--- config.mk ---
export PLATFORM = sky130hd
export DESIGN_NAME = reg_file_mp
export DESIGN_NICKNAME = d
export VERILOG_FILES = /design/src/rtl/regfile_pkg.sv /design/src/rtl/regfile_rdport.sv /design/src/rtl/reg_file_mp.sv
export SDC_FILE = /design/constraint.sdc
export NUM_CORES = 1
export LEC_CHECK = 0
export CAP_MARGIN = 20
export CORE_UTILIZATION = 30
export DETAILED_ROUTE_END_ITERATION = 12
export PLACE_DENSITY = 0.53
export SYNTH_ARGS = -nofsm -noshare
export SYNTH_HDL_FRONTEND = slang
export SYNTH_HIERARCHICAL = 1
export SYNTH_SLANG_ARGS = --single-unit
--- constraint.sdc ---
create_clock -name clk -period 1.85 [get_ports clk]
set_input_delay 0.2775 -clock clk [delete_from_list [all_inputs] [get_ports clk]]
set_output_delay 0.2775 -clock clk [all_outputs]
set_load 0.02 [all_outputs]
--- src/rtl/regfile_pkg.sv ---
`default_nettype none
// ============================================================================
//  Module      : regfile_pkg
//  Description : Shared types and default sizing for the multi-port register
//                file: clear-sequencer state encoding and LC-3 defaults.
//  Revision    : 1.0 - initial release
// ============================================================================
package regfile_pkg;

  // LC-3 configuration: eight 16-bit general-purpose registers
  localparam int DEF_WIDTH = 16;
  localparam int DEF_DEPTH = 8;

  // Bulk-clear sequencer states
  typedef enum logic [1:0] {
    IDLE  = 2'd0,
    CLEAR = 2'd1,
    DONE  = 2'd2
  } clr_state_t;

endpackage
`default_nettype wire

--- src/rtl/regfile_rdport.sv ---
`default_nettype none
// ============================================================================
//  Module      : regfile_rdport
//  Description : One combinational read port: address mux over the array,
//                write-through bypass, zero for addresses beyond DEPTH.
//  Revision    : 1.0 - initial release
// ============================================================================
module regfile_rdport
  import regfile_pkg::*;
#(
  parameter  int WIDTH = DEF_WIDTH,
  parameter  int DEPTH = DEF_DEPTH,
  localparam int AW    = $clog2(DEPTH)
) (
  input  logic [WIDTH-1:0] regs [DEPTH],
  input  logic [AW-1:0]    addr,
  input  logic             byp_en,
  input  logic [AW-1:0]    byp_addr,
  input  logic [WIDTH-1:0] byp_data,
  output logic [WIDTH-1:0] rd_data
);

  logic w_hit;

  // Select the addressed register; a hit only exists for in-range addresses,
  // so out-of-range reads stay zero and never pick up the bypass value.
  always_comb begin
    rd_data = '0;
    w_hit   = 1'b0;
    for (int i = 0; i < DEPTH; i++) begin
      if (addr == AW'(i)) begin
        rd_data = regs[i];
        w_hit   = 1'b1;
      end
    end
    if (w_hit && byp_en && (byp_addr == addr)) begin
      rd_data = byp_data;
    end
  end

endmodule
`default_nettype wire

--- src/rtl/reg_file_mp.sv ---
`default_nettype none
// ============================================================================
//  Module      : reg_file_mp
//  Description : Parametrised register file with two operand read ports, a
//                debug read port, per-register busy scoreboard and a
//                sequenced bulk-clear engine with busy/done handshake.
//  Revision    : 1.0 - initial release
// ============================================================================
module reg_file_mp
  import regfile_pkg::*;
#(
  parameter  int WIDTH = DEF_WIDTH,
  parameter  int DEPTH = DEF_DEPTH,
  localparam int AW    = $clog2(DEPTH)
) (
  input  logic             clk,
  input  logic             rst,
  input  logic             wr_en,
  input  logic [AW-1:0]    wr_addr,
  input  logic [WIDTH-1:0] wr_data,
  input  logic [AW-1:0]    rd_a_addr,
  output logic [WIDTH-1:0] rd_a_data,
  input  logic [AW-1:0]    rd_b_addr,
  output logic [WIDTH-1:0] rd_b_data,
  input  logic [AW-1:0]    rd_ext_addr,
  output logic [WIDTH-1:0] rd_ext_data,
  input  logic             iss_en,
  input  logic [AW-1:0]    iss_addr,
  output logic [DEPTH-1:0] busy,
  input  logic             clr_req,
  output logic             clr_busy,
  output logic             clr_done
);

  clr_state_t       r_state;
  clr_state_t       w_state_nxt;
  logic [AW-1:0]    r_ptr;
  logic [AW-1:0]    w_ptr_nxt;
  logic             w_clr_busy;
  logic             w_wr_act;
  logic             w_iss_act;
  logic [WIDTH-1:0] w_regs [DEPTH];
  logic [DEPTH-1:0] w_busy;

  // The sequencer owns the array while clearing; external strobes are masked
  assign w_clr_busy = (r_state == CLEAR);
  assign w_wr_act   = wr_en  & ~w_clr_busy;
  assign w_iss_act  = iss_en & ~w_clr_busy;

  // Clear sequencer state and pointer registers
  always_ff @(posedge clk) begin
    if (rst) begin
      r_state <= IDLE;
      r_ptr   <= '0;
    end else begin
      r_state <= w_state_nxt;
      r_ptr   <= w_ptr_nxt;
    end
  end

  // Next state: the pointer holds on the last entry rather than wrapping
  always_comb begin
    w_state_nxt = r_state;
    w_ptr_nxt   = r_ptr;
    case (r_state)
      IDLE: begin
        if (clr_req) begin
          w_state_nxt = CLEAR;
          w_ptr_nxt   = '0;
        end
      end
      CLEAR: begin
        if (r_ptr == AW'(DEPTH - 1)) begin
          w_state_nxt = DONE;
        end else begin
          w_ptr_nxt = r_ptr + 1'b1;
        end
      end
      DONE:    w_state_nxt = IDLE;
      default: w_state_nxt = IDLE;
    endcase
  end

  assign clr_busy = w_clr_busy;
  assign clr_done = (r_state == DONE);

  // Storage array: one register and one busy bit per entry, each with its
  // own decoded write, issue and clear enables.
  for (genvar i = 0; i < DEPTH; i++) begin : g_reg
    logic             r_q;
    logic [WIDTH-1:0] r_data;
    logic             w_wr_sel;
    logic             w_iss_sel;
    logic             w_clr_sel;

    assign w_wr_sel  = w_wr_act  && (wr_addr  == AW'(i));
    assign w_iss_sel = w_iss_act && (iss_addr == AW'(i));
    assign w_clr_sel = w_clr_busy && (r_ptr   == AW'(i));

    // Data register: clear beats write (they never coincide anyway)
    always_ff @(posedge clk) begin
      if (rst) begin
        r_data <= '0;
      end else if (w_clr_sel) begin
        r_data <= '0;
      end else if (w_wr_sel) begin
        r_data <= wr_data;
      end
    end

    // Busy bit: issue beats a same-cycle write so the new producer is tracked
    always_ff @(posedge clk) begin
      if (rst) begin
        r_q <= 1'b0;
      end else if (w_clr_sel) begin
        r_q <= 1'b0;
      end else if (w_iss_sel) begin
        r_q <= 1'b1;
      end else if (w_wr_sel) begin
        r_q <= 1'b0;
      end
    end

    assign w_regs[i] = r_data;
    assign w_busy[i] = r_q;
  end

  assign busy = w_busy;

  regfile_rdport #(.WIDTH(WIDTH), .DEPTH(DEPTH)) u_rd_a (
    .regs     (w_regs),
    .addr     (rd_a_addr),
    .byp_en   (w_wr_act),
    .byp_addr (wr_addr),
    .byp_data (wr_data),
    .rd_data  (rd_a_data)
  );

  regfile_rdport #(.WIDTH(WIDTH), .DEPTH(DEPTH)) u_rd_b (
    .regs     (w_regs),
    .addr     (rd_b_addr),
    .byp_en   (w_wr_act),
    .byp_addr (wr_addr),
    .byp_data (wr_data),
    .rd_data  (rd_b_data)
  );

  regfile_rdport #(.WIDTH(WIDTH), .DEPTH(DEPTH)) u_rd_ext (
    .regs     (w_regs),
    .addr     (rd_ext_addr),
    .byp_en   (w_wr_act),
    .byp_addr (wr_addr),
    .byp_data (wr_data),
    .rd_data  (rd_ext_data)
  );

endmodule
`default_nettype wire

Yosys cells after proc, flatten, opt, wreduce, memory -nomap -nowiden
Index checks and enable logic that the tools add are counted.
{"block": "op_classes", "order_cmp": 0, "shift": 0, "div_mod_pow": 0, "mux": 73, "reduce_logical": 56, "n_addsub": 1, "multipliers": 0, "n_bitwise": 3, "eq_ne": 50}
{"op": "$mux 16", "n": 27}
{"op": "$eq 3x3->1 const B", "n": 24}
{"op": "$mux 1", "n": 40}
{"op": "$eq 3x2->1 const B", "n": 12}
{"op": "$logic_and 1x1->1", "n": 30}
{"op": "$eq 3x1->1 const B", "n": 6}
{"op": "$logic_not 3->1", "n": 6}
{"op": "$reduce_bool 2->1", "n": 9}
{"op": "$reduce_or 2->1", "n": 8}
{"op": "$eq 3x3->1", "n": 3}
{"op": "$mux 3", "n": 2}
{"op": "$pmux 3 s2", "n": 1}
{"op": "$mux 2", "n": 2}
{"op": "$ne 2x2->1 const B", "n": 2}
{"op": "$pmux 2 s2", "n": 1}
{"op": "$add 3x1->3 const B", "n": 1}
{"op": "$reduce_and 3->1", "n": 1}
{"op": "$and 1x1->1", "n": 2}
{"op": "$eq 2x1->1 const B", "n": 1}
{"op": "$eq 2x2->1 const B", "n": 1}
{"op": "$logic_not 2->1", "n": 1}
{"op": "$ne 2x1->1 const B", "n": 1}
{"op": "$reduce_and 2->1", "n": 1}
{"op": "$not 1->1", "n": 1}
{"block": "totals", "rom_bits": 0, "inputBits": 36, "out_inout_bits": 58, "memories": 0, "latchBits": 0, "wordCells": 201, "ramBits": 0, "register_bits": 141}

Depth between registers and ports, before layout
{"block": "logic_depth", "word_depth": 12, "mapped_depth": 10, "depth_no_buf": 5}

Modules after synthesis
The synthesis kept the hierarchy.
{"mod": "reg_file_mp", "seq_area_each_um2": 2822.7, "instances": 1, "area_each_um2": 6627.6, "cells_each": 740}
{"mod": "regfile_rdport", "seq_area_each_um2": 0.0, "instances": 3, "area_each_um2": 1634.1, "cells_each": 256}

Least setup slack after synthesis
Ideal clock, no wire load.
{"block": "synth_timing", "path_kind": "register to output", "startpoint": "register r_state[1]", "endpoint": "output port rd_a_data[14]", "required_ps": 1572, "slack_ps": -335, "arrival_ps": 1908, "path_buffers": 4, "path_stages_with_launch": 9, "path_cell_list": "dfxtp_1 > nand2b_1 > buf_4 > buf_4 > buf_4 > and2_1 > nand4_2 > buf_2 > a31oi_1"}
{"block": "synth_via", "elab_chain_len": 6}
{"element": "start, declared", "line": "reg_file_mp.sv:35", "rtl": "clr_state_t r_state;"}
{"element": "start signal, assigned", "line": "reg_file_mp.sv:56", "rtl": "r_state <= w_state_nxt;"}
{"element": "$eq 2x1->1", "line": "reg_file_mp.sv:46", "rtl": "assign w_clr_busy = (r_state == CLEAR);"}
{"element": "$not 1->1", "line": "reg_file_mp.sv:47", "rtl": "assign w_wr_act = wr_en & ~w_clr_busy;"}
{"element": "$and 1x1->1", "line": "reg_file_mp.sv:47"}
{"element": "named net w_wr_act", "line": "reg_file_mp.sv:40", "rtl": "logic w_wr_act;"}
{"element": "$logic_and 1x1->1 (2 in a row)", "line": "regfile_rdport.sv:36", "rtl": "if (w_hit && byp_en && (byp_addr == addr)) begin"}
{"element": "$mux 16", "line": "regfile_rdport.sv:36"}
{"element": "end, declared", "line": "reg_file_mp.sv:22", "rtl": "output logic [WIDTH-1:0] rd_a_data,"}
The timed path passes the listed nets, and every way through them passes these cells.

Worst setup path after layout
{"block": "layout_timing", "startpoint": "register r_state[1]", "endpoint": "output port rd_ext_data[11]"}
{"block": "layout_via", "elab_chain_len": 6}
{"element": "$eq 2x1->1", "line": "reg_file_mp.sv:46"}
{"element": "$not 1->1", "line": "reg_file_mp.sv:47"}
{"element": "$and 1x1->1", "line": "reg_file_mp.sv:47"}
{"element": "named net w_wr_act", "line": "reg_file_mp.sv:40"}
{"element": "$logic_and 1x1->1 (2 in a row)", "line": "regfile_rdport.sv:36"}
{"element": "$mux 16", "line": "regfile_rdport.sv:36"}
{"element": "end, declared", "line": "reg_file_mp.sv:26", "rtl": "output logic [WIDTH-1:0] rd_ext_data,"}
The timed path passes the listed nets, and every way through them passes these cells.

==> results.sh <==
export IMPL_end_kind="output pin"
export IMPL_power_leakage_nw=5.953
export IMPL_cts_sinks=141
export IMPL_drc_errors=0
export IMPL_gr_total_overflow=0
export IMPL_start_util=0.3054
export IMPL_post_drt_wl_per_cell_um=24.34
export IMPL_fillers=3710
export IMPL_worst_slack_ns=-0.4166
export IMPL_cp_arrival_ns=1.99
export IMPL_ys_types=49
export IMPL_routed_via_density=6.036
export IMPL_antenna_cells=0
export IMPL_async_flop_share=0
export IMPL_ys_top_cells_by_area="dfxtp_1 (24%), a21oi_1 (9.3%), mux2i_1 (9.0%)"
export IMPL_crit_slowest_cell="dfxtp_2"
export IMPL_cts_root_buffer="clkbuf_16"
export IMPL_drtIter0Drc=1287
export IMPL_slew_viol_final=0
export IMPL_cts_inserted_buffers=17
export IMPL_total_power_w=0.009903
export IMPL_setup_viol=49
export IMPL_nets=1706
export IMPL_fin_tns_setup_ns=-16.73
export IMPL_synthFlopType="dfxtp_1"
export IMPL_path_clk_slew_ns=0.07
export IMPL_dr_pass1_iters=5
export IMPL_path_class="register to output pin"
export IMPL_syn_to_final_growth_pct=41.54
export IMPL_cp_cell_sequence="nand2b_4 -> and2_4 -> nand4_4 -> buf_12 -> a31oi_4 -> buf_6"
export IMPL_fp_row_count=71
export IMPL_clock_latency_ns=0.44
export IMPL_fin_crit_sh=1.225
export IMPL_relSlewSlack=0.5093
export IMPL_grt_use_total=0.2735
export IMPL_clock_tree_buffer_depth=2
export IMPL_core_um2=37760
export IMPL_ir_worst_vdd_mv=0.5228
export IMPL_ant_nets=0
export IMPL_grt_max_degree=68
export IMPL_synth_edf_count=0
export IMPL_skew_ns=0.01135
export IMPL_dieHeight_um=198.0
export IMPL_ios=94
export IMPL_path_max_fanout=8
export IMPL_antenna_found_initial=0
export IMPL_final_core_utilization=0.4322
export IMPL_gp_congestion=0.9299
export IMPL_synth_top_area_cell="dfxtp_1"
export IMPL_powerDensity_nw_per_um2=606.8
export IMPL_tightest_slew_ns=0.7361
export IMPL_ys_ff_latch=141
export IMPL_yosys_warnings=6
export IMPL_outcome="complete, but fails checks"
export IMPL_dr_total_vias=13200
export IMPL_min_period_ns=2.267
export IMPL_port_buffers=93
export IMPL_cts_tree="built"
export IMPL_avgSynthCellArea_um2=7.646
export IMPL_hpwl_mm=36.08
export IMPL_htreeDepth=4
export IMPL_cpPeakStageDelay_ns=0.32
export IMPL_syn_nets=1550
export IMPL_grt_pass1_vias=12500
export IMPL_postRouteWirelength_mm=53.21
export IMPL_synth_commonest_cells="a21oi_1 (215), dfxtp_1 (141), nand4_1 (135), mux2i_1 (104), nand2_1 (104)"
export IMPL_syn_inst=1508
export IMPL_max_clock_freq_ghz=0.4412
export IMPL_finalHoldViolations=0
export IMPL_synth_area_um2=11530
export IMPL_drv_cap=0
export IMPL_violations="negative setup slack"
export IMPL_yosysTopAreaCellShare=0.2448
export IMPL_drive_gt1_frac=0.3301
export IMPL_synth_most_common_cell="a21oi_1"
export IMPL_rsz0062_at_grt="true"
export IMPL_yosysSeqAreaShare=0.2448
export IMPL_grt_pass1_wl_mm=80.94
export IMPL_holdCritPathClass="input pin to register"
export IMPL_start_kind="register"
export IMPL_fp_dieW_um=198.0
export IMPL_critPathRequiredTime_ns=1.57
export IMPL_die_area_um2=39220
==> stage by stage <==
step           hold WS, ns  cells  cell area, um2  worst slack, ns
2_1_floorplan       0.4207   1508           12420         -0.01684
3_3_place_gp        0.4780   2139           15030          -0.7261
3_5_place_dp        0.4809   2139           15030          -0.7502
4_1_cts             0.4352   2180           16200          -0.4067
5_1_grt             0.4489   2186           16320          -0.4560
6_report            0.4483   2186           16320          -0.4166
==> state kept, by name, indices dropped and copies added, names as in the netlist <==
name	flops
r_ptr	3
g.r_q	8
r_state	2
g.r_data	128
==> layout make-up <==
cell class	count	area, um2	share of cell area
clock inverter	10	140.1	0.008587
tap	511	639.4	0.03918
inverter	5	23.77	0.001457
sequential	141	2833	0.1736
multi-input combinational	1151	8676	0.5316
timing repair buffer	348	3541	0.2170
clock buffer	20	466.7	0.02860
==> path summary, 6_finish.rpt <==
| kind | startpoint | end | slack [ns] | depth (start not counted) |
|---|---|---|---|---|
| worst max-delay path | r_state[1] | rd_ext_data[11] | -0.42 | 6 |
| worst min-delay path | wr_addr[0] | g_reg[7].r_data[15] | 0.45 | 4 |
| worst max register to register | r_state[1] | g_reg[7].r_data[4] | 0.01 | 7 |
| worst min register to register | g_reg[6].r_data[11] | g_reg[6].r_data[11] | 0.49 | 2 |
==> cell families (layout without fill, tap and decap cells) <==
group / after synthesis / count (layout) / share of synthesized area
buf+inv: 216 / 383 / 0.1032
xor+xnor: 9 / 9 / 0.006837
mux: 104 / 104 / 0.09029
compound gates: 542 / 542 / 0.3065
flops: 141 / 141 / 0.2448
simple gates: 490 / 490 / 0.2419
fa+ha+maj: 6 / 6 / 0.006511
==> worst max-delay path: cells and delay by family, from the launching register on <==
| family | cells | cell delay, ns |
|---|---|---|
| DFF | 1 | 0.32 |
| buffers and inverters | 2 | 0.41 |
| and+or+nand+nor | 3 | 0.62 |
| AOI/OAI and AO/OA | 1 | 0.19 |
==> power breakdown <==
group	total, W	internal (W)	switching, W
Combinational	0.00303	0.00122	0.00181
Clock	0.00371	0.00221	0.00150
Sequential	0.00316	0.00310	0.0000676
==> routing by layer <==
metal / global-route usage / vias up / routed length [um]
li1: - / 5968 / -
met5: 0 / - / 0
met3: 0.05451 / 83 / 4911
met4: 0.07752 / 0 / 1372
met2: 0.4112 / 698 / 22810
met1: 0.3911 / 6446 / 24120
==> layout by cell type, fill, tap and decap left out, types with 4 or more instances in the layout <==
cell type and n:
o211ai_2 6, o31ai_1 100, or2_1 5, clkdlybuf4s50_1 32, a31oi_4 48, nand2_1 104
o31ai_2 29, nor3_1 4, or3b_2 4, nor2_4 39, nand3b_1 7, nand4b_1 4
o211ai_1 48, o21ai_1 33, xnor2_1 4, dfxtp_2 8, nor3_2 42, nor2_1 47
nand3_1 6, nand4_1 135, mux2i_1 104, a21oi_1 214, o21bai_1 39, clkbuf_16 18
buf_6 46, buf_12 47, nand3_2 4, buf_2 8, xnor2_2 5, nor2_2 9
buf_4 204, dfxtp_1 133, ha_1 6, nand2b_1 51, nor2b_1 10, o21ai_0 13
==> repair_timing <==
item,in CTS,in global routing
gates resized for setup,378,21
hold buffers,0,0
pin swaps,11,17
cloned,4,1
endpoints found under the setup margin,179,132
buffers inserted,7,7
No activity file was read; power rests on OpenSTA's default activity.
==> edit 1 (config.mk and constraints unchanged) <==
Register the output `rd_a_data`, with the module's reset; this adds one clock of latency there. The other outputs are not delayed to match.
--- a/src/rtl/reg_file_mp.sv
+++ b/src/rtl/reg_file_mp.sv
@@ -33,2 +33,4 @@
 );
+
+  logic [WIDTH-1:0] rd_a_data_d;
 
@@ -135,3 +137,3 @@
     .byp_data (wr_data),
-    .rd_data  (rd_a_data)
+    .rd_data  (rd_a_data_d)
   );
@@ -156,2 +158,10 @@
 
+  always_ff @(posedge clk) begin
+    if (rst) begin
+      rd_a_data <= '0;
+    end else begin
+      rd_a_data <= rd_a_data_d;
+    end
+  end
+
 endmodule
Function: changed (Yosys sat finds a counterexample within 4 cycles, from zero or initial values and one cycle with rst high).
==> edit 1 against the unedited design <==
The run still ends with negative setup slack left; clock skew rose by 3.7 ps; sequential cell count rose by 16; design area rose by 3.9%; setup slack improved by 53 ps; sequential share of layout area rose by 1.3 points; routed wire length rose by 3.8%; synthesized cell count rose by 2.2%; total power rose by 7.7%; synthesized area rose by 3.6%; sequential power rose by 12%; fmax rose by 2.4%; core utilization rose by 0.24 points; largest power group unchanged.
==> edit 1: results (changes against the unedited design) <==
Synth
  – Ranking of synthesized cells by area: dfxtp_1, a21oi_1, mux2i_1, nand4_1, o31ai_1 (unchanged)
  – Mux contribution to synthesized area: 0.0871 (was 0.0903)
  – Post-synth EDFFs: 0 (unchanged)
  – Cell variety after synth: 51 (was 49)
  – List of most frequent post-synthesis cells: a21oi_1, dfxtp_1, nand4_1 (unchanged)
  – Synth Area in Compound Gates: 0.296 (was 0.306)
  – Syn Inst Count: 1541 (was 1508)
  – Ys Warns: 6 (unchanged)
  – Post-synthesis async set-or-reset flop share: 0 (unchanged)
  – Seq/Total Area, Yosys: 0.263 (was 0.245)
  – Post-Synth XOR/XNOR Area: 0.00660 (was 0.00684)
  – Fraction of the mapped netlist area in adder cells: 0.00628 (was 0.00651)
  – Net Count, Synth: 1583 (was 1550)

Placement
  – Post-place setup slack: -708 ps (was -750 ps)
  – Placed cells: 2247 (was 2139)
  – Port Buffers: 93 (unchanged)
  – Detailed Place HPWL: 37600 µm (was 36100 µm)
  – Post-DP Area: 0.0158 mm² (was 0.0150 mm²)
  – Gpl congestion: 0.935 (was 0.930)

Cells and area
  – Layout cells sized above 1: 0.316 (was 0.330)
  – Fillcell total: 3825 (was 3710)
  – Top Registers: g.r_data (128), rd_a_data (16), g.r_q (8) (was g.r_data (128), g.r_q (8), r_ptr (3))
  – Final nets: 1804 (was 1706)

Worst setup path
  – Worst R2R Start: r_state[1] (unchanged)
  – Max FO, Critical Path: 6 (was 8)
  – Crit Path Class: reg2out (unchanged)
  – Arr. time, crit path: 1940 ps (was 1990 ps)

Detailed routing
  – DR pass1 iterations: 7 (was 5)
  – Wire length per cell: 24.1 µm (was 24.3 µm)
  – Drt initial violations: 1494 (was 1287)
  – Vias: 13600 (was 13200)
  – Total Wirelength: 55300 µm (was 53200 µm)

Clocking
  – Clock insertion delay at the later pin of the skew report: 460 ps (was 440 ps)
  – Clk root buf: clkbuf_16 (unchanged)
  – CTS Buffer Depth: 2 (unchanged)
  – Clock input transition at the sequential cells of the worst setup and hold paths: 70 ps (about the same)
  – Htree depth: 4 (unchanged)
  – TritonCTS Buffers: 17 (unchanged)

Timing
  – Final WS setup: -364 ps (was -417 ps)
  – Slew @ Worst Pin: 1090 ps (was 736 ps)
  – Skew final: 15.0 ps (was 11.4 ps)
  – Setup TNS: -9290 ps (was -16730 ps)
  – Setup Viol. Count Final: 32 (was 49)

Outcome
  – Failing checks: negative setup slack (unchanged)
  – Status: finished, violations left (unchanged)

GRT
  – Antenna violations before repair: 1 (was 0)
  – Number of global-route vias before repair: 13200 (was 12500)
  – Largest net degree at the start of global routing: 136 (was 68)
  – Total Routing Usage GR: 0.266 (was 0.274)
  – First-pass GRT wire length: 83000 µm (was 80900 µm)

Pwr
  – Worst VDD drop: 0.664 mV (was 0.523 mV)
  – Leak: 6.43 nW (was 5.95 nW)

Hold path
  – Tightest Hold Check Type: in2reg (unchanged)
-- edit 1: changes by cell type after synthesis --
cell / before / now
and4bb_1: 0 / 1
buf_1: 4 / 10
buf_4: 37 / 35
clkbuf_1: 68 / 66
clkbuf_2: 17 / 16
dfxtp_1: 141 / 157
nor2b_1: 10 / 26
nor4bb_1: 2 / 1
o21ai_0: 13 / 12
o21ai_1: 33 / 34
o311ai_0: 2 / 1
o311ai_1: 0 / 1
-- edit 1: area by class of cell --
class                   count  area (µm²)  share of cell area
inverters                   5        23.8             0.00140
repair buffers            414        4090               0.241
clock buffers              20         447              0.0263
clock inverters            10         213              0.0125
well taps                 518         648              0.0382
diodes                      1        2.50            0.000148
multi-input cells        1167        8380               0.494
flip-flops and latches    157        3160               0.186
-- edit 1: kinds of logic after synthesis --
kind of cell | after synthesis
adder cells (fa/ha/maj) | 6
AND/OR/NAND/NOR | 506
flip-flops | 157
buffers and inverters | 217
AO/OA/AOI/OAI | 542
multiplexers | 104
XOR/XNOR | 9
-- edit 1: routing by layer --
| layer | GRT usage | up-vias | part of all wire |
|---|---|---|---|
| met4 | 0.0958 | 0 | 0.033 |
| met3 | 0.0570 | 113 | 0.089 |
| met5 | 0 | - | 0 |
| li1 | - | 6178 | - |
| met1 | 0.362 | 6588 | 0.44 |
| met2 | 0.413 | 734 | 0.44 |
-- edit 1: where the power goes --
group          internal [mW]  switching [mW]  total [mW]
registers               3.46          0.0664        3.53
logic                   1.22            1.77        2.99
clock network           2.56            1.59        4.14
total                   7.24            3.43        10.7
-- edit 1: critical path, cell delays in order (launching register included) --
cell and delay [ps]:
dfxtp_2 320, nand2b_4 110, and2_4 220, nand4_4 120, buf_12 170, buf_12 140, buf_12 120, nor2_4 90
a31oi_4 40, buf_6 150
-- edit 1: final timing paths --
| kind | to | cells past startpoint | slack, ps |
|---|---|---|---|
| setup reg to reg | g_reg[6].r_data[11] | 8 | 130 |
| setup / recovery | rd_b_data[1] | 9 | -360 |
| hold / removal | g_reg[1].r_data[8] | 4 | 330 |
| hold reg to reg | g_reg[6].r_data[4] | 2 | 500 |
-- edit 1: metrics by stage --
step,util,hold WS [ps]
after floorplan,-,421
after global placement,0.405,476
after detailed placement,0.405,483
after CTS,0.433,308
after global routing,0.435,334
final,0.435,330
-- edit 1: timing repair --
action,4_1_cts,5_1_grt
pin swaps,9,23
buffers inserted,10,2
resized for setup,251,23
gates cloned,4,0
endpoints found under the setup margin,34,33
==> edit 2 (same settings) <==
Without the edit above. Change the package constant `DEF_WIDTH` from 16 to 24.
--- a/src/rtl/regfile_pkg.sv
+++ b/src/rtl/regfile_pkg.sv
@@ -10,3 +10,3 @@
   // LC-3 configuration: eight 16-bit general-purpose registers
-  localparam int DEF_WIDTH = 16;
+  localparam int DEF_WIDTH = 24;
   localparam int DEF_DEPTH = 8;
Ports: changed (resized rd_a_data, rd_b_data, rd_ext_data and wr_data); port bits go from 94 to 126. The function was not compared with the original's and may differ.
==> edit 2 against the unedited design <==
The run still ends with negative setup slack left; synthesized area grew 34%; critical endpoint is now rd_a_data[7]; sequential cell count grew 64; critical path type unchanged; design area grew 35%; routed wire length grew 30%; setup slack lost 230 ps; synthesized cell count grew 28%; core utilization grew 0.42 points; total power grew 41%.
==> edit 2: results (changes against the unedited design) <==
Pwr
  – Worst VDD drop: 0.611 mV (was 0.523 mV)

Placement
  – Port Buffers: 125 (was 93)
  – Post-place setup slack: -860 ps (was -750 ps)

Worst setup path
  – Worst setup path end: rd_a_data[7] (was rd_ext_data[11])
  – FF-to-FF setup slack: 120 ps (was 10 ps)

Outcome
  – Failing checks: negative setup slack (unchanged)
  – Status: finished, violations left (unchanged)

Timing
  – Final WS setup: -649 ps (was -417 ps)
  – Setup Viol. Count Final: 72 (was 49)
  – Skew final: 15.2 ps (was 11.4 ps)
  – Slew @ Worst Pin: 679 ps (was 736 ps)

GRT
  – Grt met1 use: 0.317 (was 0.391)
  – Total Routing Usage GR: 0.252 (was 0.274)
  – Met2 Usage GRT: 0.421 (was 0.411)

Clocking
  – Clock insertion delay at the later pin of the skew report: 560 ps (was 440 ps)
  – CTS Buffer Depth: 3 (was 2)
  – TritonCTS Buffers: 25 (was 17)

Cells and area
  – Fillcell total: 4939 (was 3710)
  – Top Registers: g.r_data (192), g.r_q (8), r_ptr (3) (was g.r_data (128), g.r_q (8), r_ptr (3))
  – Final nets: 2206 (was 1706)
  – Final Non-Filler Cells: 2845 (was 2186)

Detailed routing
  – Drt initial violations: 1450 (was 1287)

Synth
  – Seq/Total Area, Yosys: 0.266 (was 0.245)
  – Mean cell area of the mapped netlist: 8.00 µm² (was 7.65 µm²)
  – Ranking of synthesized cells by area: dfxtp_1, o31ai_1, a21oi_1, mux2i_1, nand4_1 (was dfxtp_1, a21oi_1, mux2i_1, nand4_1, o31ai_1)
  – Net Count, Synth: 1981 (was 1550)
[edit 2: layout make-up]
type / count / area, µm² / area share
clock inverters: 9 / 106 / 0.00483
repair buffers: 498 / 5360 / 0.243
multi-input cells: 1421 / 10900 / 0.494
clock buffers: 35 / 713 / 0.0324
well taps: 672 / 841 / 0.0382
flip-flops and latches: 205 / 4110 / 0.186
inverters: 5 / 28.8 / 0.00131
[edit 2: worst min path at each step]
stage	end	slack, ps	cells after the start
after global routing	g_reg[0].r_data[17]	220	4
after floorplan	g_reg[6].r_q	420	2
final	g_reg[0].r_data[17]	170	4
after detailed placement	g_reg[2].r_data[9]	480	2
after CTS	g_reg[0].r_data[17]	150	4
after global placement	g_reg[2].r_data[9]	480	2
[edit 2: logic make-up (layout without fill, tap and decap cells)]
kind of cell / Yosys count / after routing / synth area share
simple gates: 522 / 522 / 0.192
xor+xnor: 9 / 9 / 0.00510
flops: 205 / 205 / 0.266
buf+inv: 305 / 547 / 0.108
fa+ha+maj: 6 / 6 / 0.00486
compound gates: 729 / 729 / 0.312
mux: 155 / 155 / 0.113
[edit 2: through the flow]
stage | hold WS (ps) | setup TNS [ps]
2_1_floorplan | 421 | 0
3_3_place_gp | 475 | -84950
4_1_cts | 155 | -41480
3_5_place_dp | 479 | -93760
6_report | 170 | -39980
5_1_grt | 217 | -43470
[edit 2: routing by layer]
metal / vias to the layer above / routed length [µm]
met5: - / 0
met4: 0 / 3390
met2: 788 / 32800
met1: 8598 / 28300
met3: 185 / 4490
li1: 7962 / -
[edit 2: worst max-delay path, delay by kind of cell, from the launching register on]
family,cells,cell delay (ps)
compound gates,1,180
buf+inv,4,590
flops,1,320
simple gates,3,560
[edit 2: repair_timing]
item	CTS	global route
setup endpoints to repair	74	90
pin swaps	24	9
resized for setup	510	56
buffers inserted	34	5
gates cloned	7	3
[edit 2: power groups by stage]
| stage | logic (mW) | clock network [mW] | registers (mW) |
|---|---|---|---|
| after floorplan | 2.26 | 0 | 4.65 |
| after global placement | 3.87 | 0 | 4.67 |
| after detailed placement | 3.90 | 0 | 4.68 |
| after CTS | 4.12 | 5.16 | 4.58 |
| after global routing | 4.39 | 5.33 | 4.59 |
| final | 4.22 | 5.11 | 4.58 |
